[src/rtl/jump_ctrl_if.sv]
// Player-controller bundle: button/collision inputs toward the jump FSM and the
// registered velocity/charge/state outputs coming back from it.
interface jump_ctrl_if;
    logic              tick;
    logic              left;
    logic              right;
    logic              jump;
    logic              on_ground;
    logic              wall_hit;
    logic              ceil_hit;
    logic signed [7:0] vel_x;
    logic signed [7:0] vel_y;
    logic        [4:0] charge;
    logic        [2:0] state;
    logic              launch;

    modport master (
        output tick, left, right, jump, on_ground, wall_hit, ceil_hit,
        input  vel_x, vel_y, charge, state, launch
    );

    modport slave (
        input  tick, left, right, jump, on_ground, wall_hit, ceil_hit,
        output vel_x, vel_y, charge, state, launch
    );
endinterface

[src/rtl/jump_ctrl.sv]
// Charge-and-release jump controller: walk, charge, launch, airborne physics
// and landing, all stepped by the physics tick strobe.
module jump_ctrl #(
    parameter int WALK_V     = 2,
    parameter int VX_JUMP    = 3,
    parameter int VY_BASE    = 4,
    parameter int CHARGE_MAX = 31,
    parameter int GRAVITY    = 1,
    parameter int VY_TERM    = 12
) (
    input logic        sys_clk,
    input logic        sys_rst_n,
    jump_ctrl_if.slave bus
);
    typedef enum logic [2:0] {
        IDLE   = 3'd0,
        CHARGE = 3'd1,
        LAUNCH = 3'd2,
        AIR    = 3'd3,
        LAND   = 3'd4
    } state_t;

    localparam logic [4:0] CMAX = 5'(CHARGE_MAX);

    state_t            state_q, state_n;
    logic signed [7:0] vel_x_q, vel_x_n;
    logic signed [7:0] vel_y_q, vel_y_n;
    logic        [4:0] charge_q, charge_n;
    logic signed [1:0] dir_q, dir_n;
    logic              armed_q, armed_n;
    logic              launch_q, launch_n;

    // All velocity math is done in 32-bit ints and clamped, so nothing wraps.
    function automatic logic signed [7:0] sat8(input int v);
        if (v > 127)       sat8 = 8'h7f;
        else if (v < -128) sat8 = 8'h80;
        else               sat8 = 8'(v);
    endfunction

    function automatic logic signed [7:0] fall(input logic signed [7:0] v);
        int s;
        s = int'(v) + GRAVITY;
        if (s > VY_TERM) s = VY_TERM;
        fall = sat8(s);
    endfunction

    function automatic logic signed [7:0] walk(input logic l, input logic r);
        if (r && !l)      walk = sat8(WALK_V);
        else if (l && !r) walk = sat8(-WALK_V);
        else              walk = 8'sd0;
    endfunction

    always_comb begin
        state_n  = state_q;
        vel_x_n  = vel_x_q;
        vel_y_n  = vel_y_q;
        charge_n = charge_q;
        dir_n    = dir_q;
        armed_n  = armed_q;
        launch_n = 1'b0;
        if (bus.tick) begin
            if (!bus.jump) armed_n = 1'b1;
            case (state_q)
                IDLE: begin
                    vel_y_n = 8'sd0;
                    // Walking off a ledge beats starting a charge.
                    if (!bus.on_ground) begin
                        state_n = AIR;
                    end else if (bus.jump && armed_q) begin
                        state_n  = CHARGE;
                        charge_n = 5'd0;
                        vel_x_n  = 8'sd0;
                        dir_n    = 2'sd0;
                    end else begin
                        vel_x_n = walk(bus.left, bus.right);
                    end
                end
                CHARGE: begin
                    charge_n = (charge_q == CMAX) ? CMAX : charge_q + 5'd1;
                    if (bus.right && !bus.left)      dir_n = 2'sb01;
                    else if (bus.left && !bus.right) dir_n = 2'sb11;
                    vel_x_n = 8'sd0;
                    vel_y_n = 8'sd0;
                    if (!bus.jump || charge_q == CMAX) state_n = LAUNCH;
                end
                LAUNCH: begin
                    vel_y_n  = sat8(-(VY_BASE + int'(charge_q)));
                    vel_x_n  = sat8(int'(dir_q) * VX_JUMP);
                    charge_n = 5'd0;
                    // Clearing wins over a released button on this tick.
                    armed_n  = 1'b0;
                    launch_n = 1'b1;
                    state_n  = AIR;
                end
                AIR: begin
                    if (bus.wall_hit) vel_x_n = sat8(-int'(vel_x_q));
                    if (bus.on_ground && !vel_y_q[7])   state_n = LAND;
                    else if (bus.ceil_hit && vel_y_q[7]) vel_y_n = 8'sd0;
                    else                                 vel_y_n = fall(vel_y_q);
                end
                LAND: begin
                    vel_x_n = 8'sd0;
                    vel_y_n = 8'sd0;
                    state_n = IDLE;
                end
                default: state_n = IDLE;
            endcase
        end
    end

    always_ff @(posedge sys_clk or negedge sys_rst_n) begin
        if (!sys_rst_n) begin
            state_q  <= IDLE;
            vel_x_q  <= 8'sd0;
            vel_y_q  <= 8'sd0;
            charge_q <= 5'd0;
            dir_q    <= 2'sd0;
            armed_q  <= 1'b1;
            launch_q <= 1'b0;
        end else begin
            state_q  <= state_n;
            vel_x_q  <= vel_x_n;
            vel_y_q  <= vel_y_n;
            charge_q <= charge_n;
            dir_q    <= dir_n;
            armed_q  <= armed_n;
            launch_q <= launch_n;
        end
    end

    assign bus.vel_x  = vel_x_q;
    assign bus.vel_y  = vel_y_q;
    assign bus.charge = charge_q;
    assign bus.state  = state_q;
    assign bus.launch = launch_q;
endmodule

[src/flat_wrapper.sv]
// flat-port wrapper written by rule: the top's interface ports become plain ports
module jump_ctrl_flat 
#(
    parameter int WALK_V     = 2,
    parameter int VX_JUMP    = 3,
    parameter int VY_BASE    = 4,
    parameter int CHARGE_MAX = 31,
    parameter int GRAVITY    = 1,
    parameter int VY_TERM    = 12
)
  (sys_clk, sys_rst_n, bus_tick, bus_left, bus_right, bus_jump, bus_on_ground, bus_wall_hit, bus_ceil_hit, bus_vel_x, bus_vel_y, bus_charge, bus_state, bus_launch);
  jump_ctrl_if bus_i ();
  input logic sys_clk;
  input logic sys_rst_n;
  input wire logic [$bits(bus_i.tick)-1:0] bus_tick;
  input wire logic [$bits(bus_i.left)-1:0] bus_left;
  input wire logic [$bits(bus_i.right)-1:0] bus_right;
  input wire logic [$bits(bus_i.jump)-1:0] bus_jump;
  input wire logic [$bits(bus_i.on_ground)-1:0] bus_on_ground;
  input wire logic [$bits(bus_i.wall_hit)-1:0] bus_wall_hit;
  input wire logic [$bits(bus_i.ceil_hit)-1:0] bus_ceil_hit;
  output wire logic [$bits(bus_i.vel_x)-1:0] bus_vel_x;
  output wire logic [$bits(bus_i.vel_y)-1:0] bus_vel_y;
  output wire logic [$bits(bus_i.charge)-1:0] bus_charge;
  output wire logic [$bits(bus_i.state)-1:0] bus_state;
  output wire logic [$bits(bus_i.launch)-1:0] bus_launch;
  assign bus_i.tick = bus_tick;
  assign bus_i.left = bus_left;
  assign bus_i.right = bus_right;
  assign bus_i.jump = bus_jump;
  assign bus_i.on_ground = bus_on_ground;
  assign bus_i.wall_hit = bus_wall_hit;
  assign bus_i.ceil_hit = bus_ceil_hit;
  assign bus_vel_x = bus_i.vel_x;
  assign bus_vel_y = bus_i.vel_y;
  assign bus_charge = bus_i.charge;
  assign bus_state = bus_i.state;
  assign bus_launch = bus_i.launch;
  jump_ctrl #(.WALK_V(WALK_V), .VX_JUMP(VX_JUMP), .VY_BASE(VY_BASE), .CHARGE_MAX(CHARGE_MAX), .GRAVITY(GRAVITY), .VY_TERM(VY_TERM)) u_core (.sys_clk(sys_clk), .sys_rst_n(sys_rst_n), .bus(bus_i));
endmodule
[config.mk]
export PLATFORM = sky130hd
export DESIGN_NAME = jump_ctrl_flat
export DESIGN_NICKNAME = d
export VERILOG_FILES = /design/src/rtl/jump_ctrl_if.sv /design/src/rtl/jump_ctrl.sv /design/src/flat_wrapper.sv
export SDC_FILE = /design/constraint.sdc
export NUM_CORES = 1
export LEC_CHECK = 0
export ABC_CLOCK_PERIOD_IN_PS = 4800
export BUFFER_PORTS_ARGS = -buffer_cell sky130_fd_sc_hd__buf_2
export CORE_MARGIN = 5
export CORE_UTILIZATION = 55
export DETAILED_ROUTE_END_ITERATION = 10
export PLACE_DENSITY_LB_ADDON = 0.12
export RECOVER_POWER = 100
export SETUP_SLACK_MARGIN = 0.02
export SYNTH_ARGS = -nofsm -noshare
export SYNTH_HDL_FRONTEND = slang
export SYNTH_SLANG_ARGS = --single-unit
[constraint.sdc]
create_clock -name sys_clk -period 4.8 [get_ports sys_clk]
set_input_delay 0.72 -clock sys_clk [delete_from_list [all_inputs] [get_ports sys_clk]]
set_output_delay 0.72 -clock sys_clk [all_outputs]
set_load 0.05 [all_outputs]
==> impl_metrics.json <==
{
  "run_status": "finished, violations left",
  "violations": "capacitance limit, slew limit",
  "path_class": "flip-flop to flip-flop",
  "hold_viol_final": 0,
  "dr.pass1.iters": 4,
  "grt_use_total_pct": 19.8,
  "grt_pass1_wl_mm": 9.91,
  "numCtsBuffers": 3,
  "postCtsSetupBuffers": 0,
  "min_period_over_period_pct": 64.2,
  "crit_start": "u_core.bus.vel_x[1]",
  "cp-start-kind": "flip-flop",
  "critPathTopFamily": "simple AND/OR/NAND/NOR gates",
  "cts_tree": "built",
  "timing.rr.start": "u_core.bus.vel_x[1]",
  "max_freq_ghz": 0.324,
  "yosysWarnings": 0,
  "vias_per_cell": 6.28,
  "insertion_delay_ns": 0.28,
  "timing.rr.end": "u_core.bus.vel_x[1]",
  "cts_resized": 0,
  "yosysTopAreaCell": "dfrtp_1",
  "syn_to_final_growth_pct": 8.13,
  "antenna_found_initial": 0,
  "dp_slack_ns": 1.86,
  "drc": 0,
  "path_max_fanout": 7,
  "synth_fa_ha_area_share_pct": 9.90,
  "routedWlPerCell_um": 15.6,
  "synth.area.top_cells": "dfrtp_1 28%, ha_1 9.9%, nand2_1 4.2%, a21oi_1 3.8%, nand3_1 3.8%",
  "critPathSlowestCell": "nor3b_1",
  "synthFlopType": "dfrtp_1",
  "crit_top_cell": "ha_1",
  "leakage_nw": 1.10,
  "dp_hpwl_mm": 4.24,
  "slowest_delay_ns": 0.50,
  "grt_max_degree": 29,
  "die_h_um": 76.1,
  "diodes": 0,
  "cts.reportedPaths.clkPinSlew_ns": 0.10,
  "fin_crit_ns": 3.08,
  "gr-total-overflow": 0,
  "syn_avg_cell_area_um2": 8.37,
  "p_int_w": 0.000799,
  "synth_top_family_by_area": "simple AND/OR/NAND/NOR gates",
  "die_area_um2": 5790,
  "seqPwrFrac_pct": 27.5,
  "ff2ff_setup_slack_ns": 1.72,
  "ant_nets": 0,
  "p_per_area_nw_per_um2": 722,
  "die_width_um": 76.1,
  "p_sw_w": 0.00107,
  "grt_pass1_vias": 2101,
  "async_flop_share_pct": 100,
  "critical_path.cell_chain": "inv_1 -> ha_1 -> nor3b_1 -> nand2_1 -> ha_1 -> nand2b_1 -> nor4_1 -> a41o_1 -> nor2b_1 -> a221oi_1 -> o21ai_1",
  "ys_types": 62,
  "synth_area_um2": 2400,
  "synth-simple-area-share_pct": 29.7,
  "synth_fp_nets": 315,
  "final_nets": 343,
  "min_to": "u_core.armed_q",
  "slew_viol_final": 29,
  "hold_depth": 2,
  "mostFrequentLayoutCells": "27 x nand2_1, 27 x clkbuf_1, 27 x dfrtp_1",
  "endpoint_kind": "flip-flop",
  "drive_gt1_share_pct": 7.32,
  "irDropWorstVdd_mv": 0.431,
  "hp-class": "flip-flop to flip-flop",
  "clk_path_buf_depth": 2,
  "p_comb_share_pct": 65.2,
  "holdBufCountCts": 0,
  "maxCapViolations": 1,
  "vias": 2298,
  "num_rows": 24,
  "routabilityCongestion": 0.858,
  "synth_seq_cells": 28,
  "worstPathRequired_ns": 5.01,
  "grt_setup_unrepaired": "false",
  "setup-violations-final": 0,
  "hp-start": "u_core.armed_q",
  "port_buffers": 33,
  "worstRegToRegCells": 11,
  "synth_top_area_share_pct": 28.1,
  "ios": 34,
  "worstMarginPinSlew_ns": 1.59,
  "arrival_ns": 3.29,
  "synthXorXnorAreaFrac_pct": 1.46,
  "path_buf_inv": 1,
  "ctsHtreeMaxLevel": 1,
  "drtIter0Drc": 122,
  "synth_cells": 287,
  "fin_tns_setup_ns": 0,
  "core_um2": 4290,
  "synth_mux_area_share_pct": 1.98,
  "synth_edf_count": 0,
  "wl_mm": 5.72,
  "fin_skew_ns": 0.00390,
  "slew-limit-headroom_pct": -5.84,
  "layout_setup_ws_ns": 1.72,
  "initial_core_util_pct": 55.9,
  "yosysSeqAreaShare_pct": 29.2,
  "cts_root_buf": "clkbuf_8",
  "switching_share_pct": 57.3,
  "clock-sinks": 28,
  "synth-compound-area-share_pct": 23.9,
  "clockPowerShare_pct": 7.3
}
-- worst max-delay path by stage --
stage	endpoint	slack, ns	cells past startpoint
4_1_cts	u_core.bus.vel_x[6]	1.83	11
2_1_floorplan	u_core.bus.vel_x[3]	1.90	11
6_report	u_core.bus.vel_x[1]	1.72	11
3_5_place_dp	u_core.bus.vel_x[6]	1.86	11
3_3_place_gp	u_core.bus.vel_x[5]	1.94	11
5_1_grt	u_core.bus.vel_x[1]	1.38	11
-- cells by family (layout without fill, tap and decap cells) --
kind of cell    Yosys count  count (layout)
simple gates            125             125
flops                    28              28
mux                       4               4
buf+inv                  24              51
fa+ha+maj                19              19
compound gates           83              83
xor+xnor                  4               4
-- power groups by stage --
stage	Sequential [W]	Clock (W)	Combinational [W]
after floorplan	0.000733	0	0.000744
after global placement	0.000512	0	0.00123
after detailed placement	0.000516	0	0.00124
final	0.000516	0.000137	0.00122
after global routing	0.000542	0.000153	0.00135
after CTS	0.000512	0.000143	0.00125
-- routing by layer --
layer / vias to the layer above / share of wire [%] / track usage (%)
li1: 1142 / - / -
met5: - / 0 / 0
met2: 52 / 45 / 30.6
met1: 1098 / 51 / 29.4
met3: 6 / 3.8 / 2.25
met4: 0 / 1.1 / 4.55
-- metrics by stage --
| stage | util [%] | hold WS, ns | power (W) | instances | cell area (um2) |
|---|---|---|---|---|---|
| 4_1_cts | 61.4 | 0.479 | 0.00190 | 366 | 2640 |
| 5_1_grt | 60.5 | 0.568 | 0.00204 | 366 | 2600 |
| 6_report | 60.5 | 0.561 | 0.00187 | 366 | 2600 |
| 3_5_place_dp | 60.3 | 0.538 | 0.00176 | 362 | 2590 |
| 2_1_floorplan | - | 0.424 | 0.00148 | 287 | 2400 |
| 3_3_place_gp | 60.3 | 0.516 | 0.00174 | 362 | 2590 |
-- state kept, by name, indices dropped and copies added (netlist names) --
| register | count |
|---|---|
| u_core.bus.state | 3 |
| u_core.armed_q | 1 |
| u_core.bus.launch | 1 |
| u_core.bus.charge | 5 |
| u_core.dir_q | 2 |
| u_core.bus.vel_y | 8 |
| u_core.bus.vel_x | 8 |
-- area by class of cell --
type | instances | area, um2
fill | 414 | 1700
inverter | 14 | 52.6
sequential | 28 | 702
clock buffer | 4 | 45.0
multi-input combinational | 235 | 1600
tap | 52 | 65.1
timing repair buffer | 33 | 133
-- cells in the mapped netlist, types with 3 or more instances --
library cell   n
a211o_1        4
dfrtp_1       27
ha_1          19
nand2_1       27
nand3_1       18
a31oi_1        8
nor2_1        17
a22o_1         3
inv_1         14
nand4_1        5
o21ai_0       10
and3_1         4
a211oi_1       4
or2_2          3
o21ai_1        7
nor4_1         5
nor2b_1        4
a21o_1         5
o211ai_1       3
nand4b_1       3
nor3_1         9
nand2b_1      11
clkbuf_1       8
a21oi_1       18
-- worst register-to-register path, stage by stage (launching register included) --
cell      delay [ns]
dfrtp_1         0.42
inv_1           0.08
ha_1            0.19
nor3b_1         0.50
nand2_1         0.13
ha_1            0.32
nand2b_1        0.14
nor4_1          0.27
a41o_1          0.23
nor2b_1         0.43
a221oi_1        0.18
o21ai_1         0.12
No activity file was read; power rests on OpenSTA's default activity.
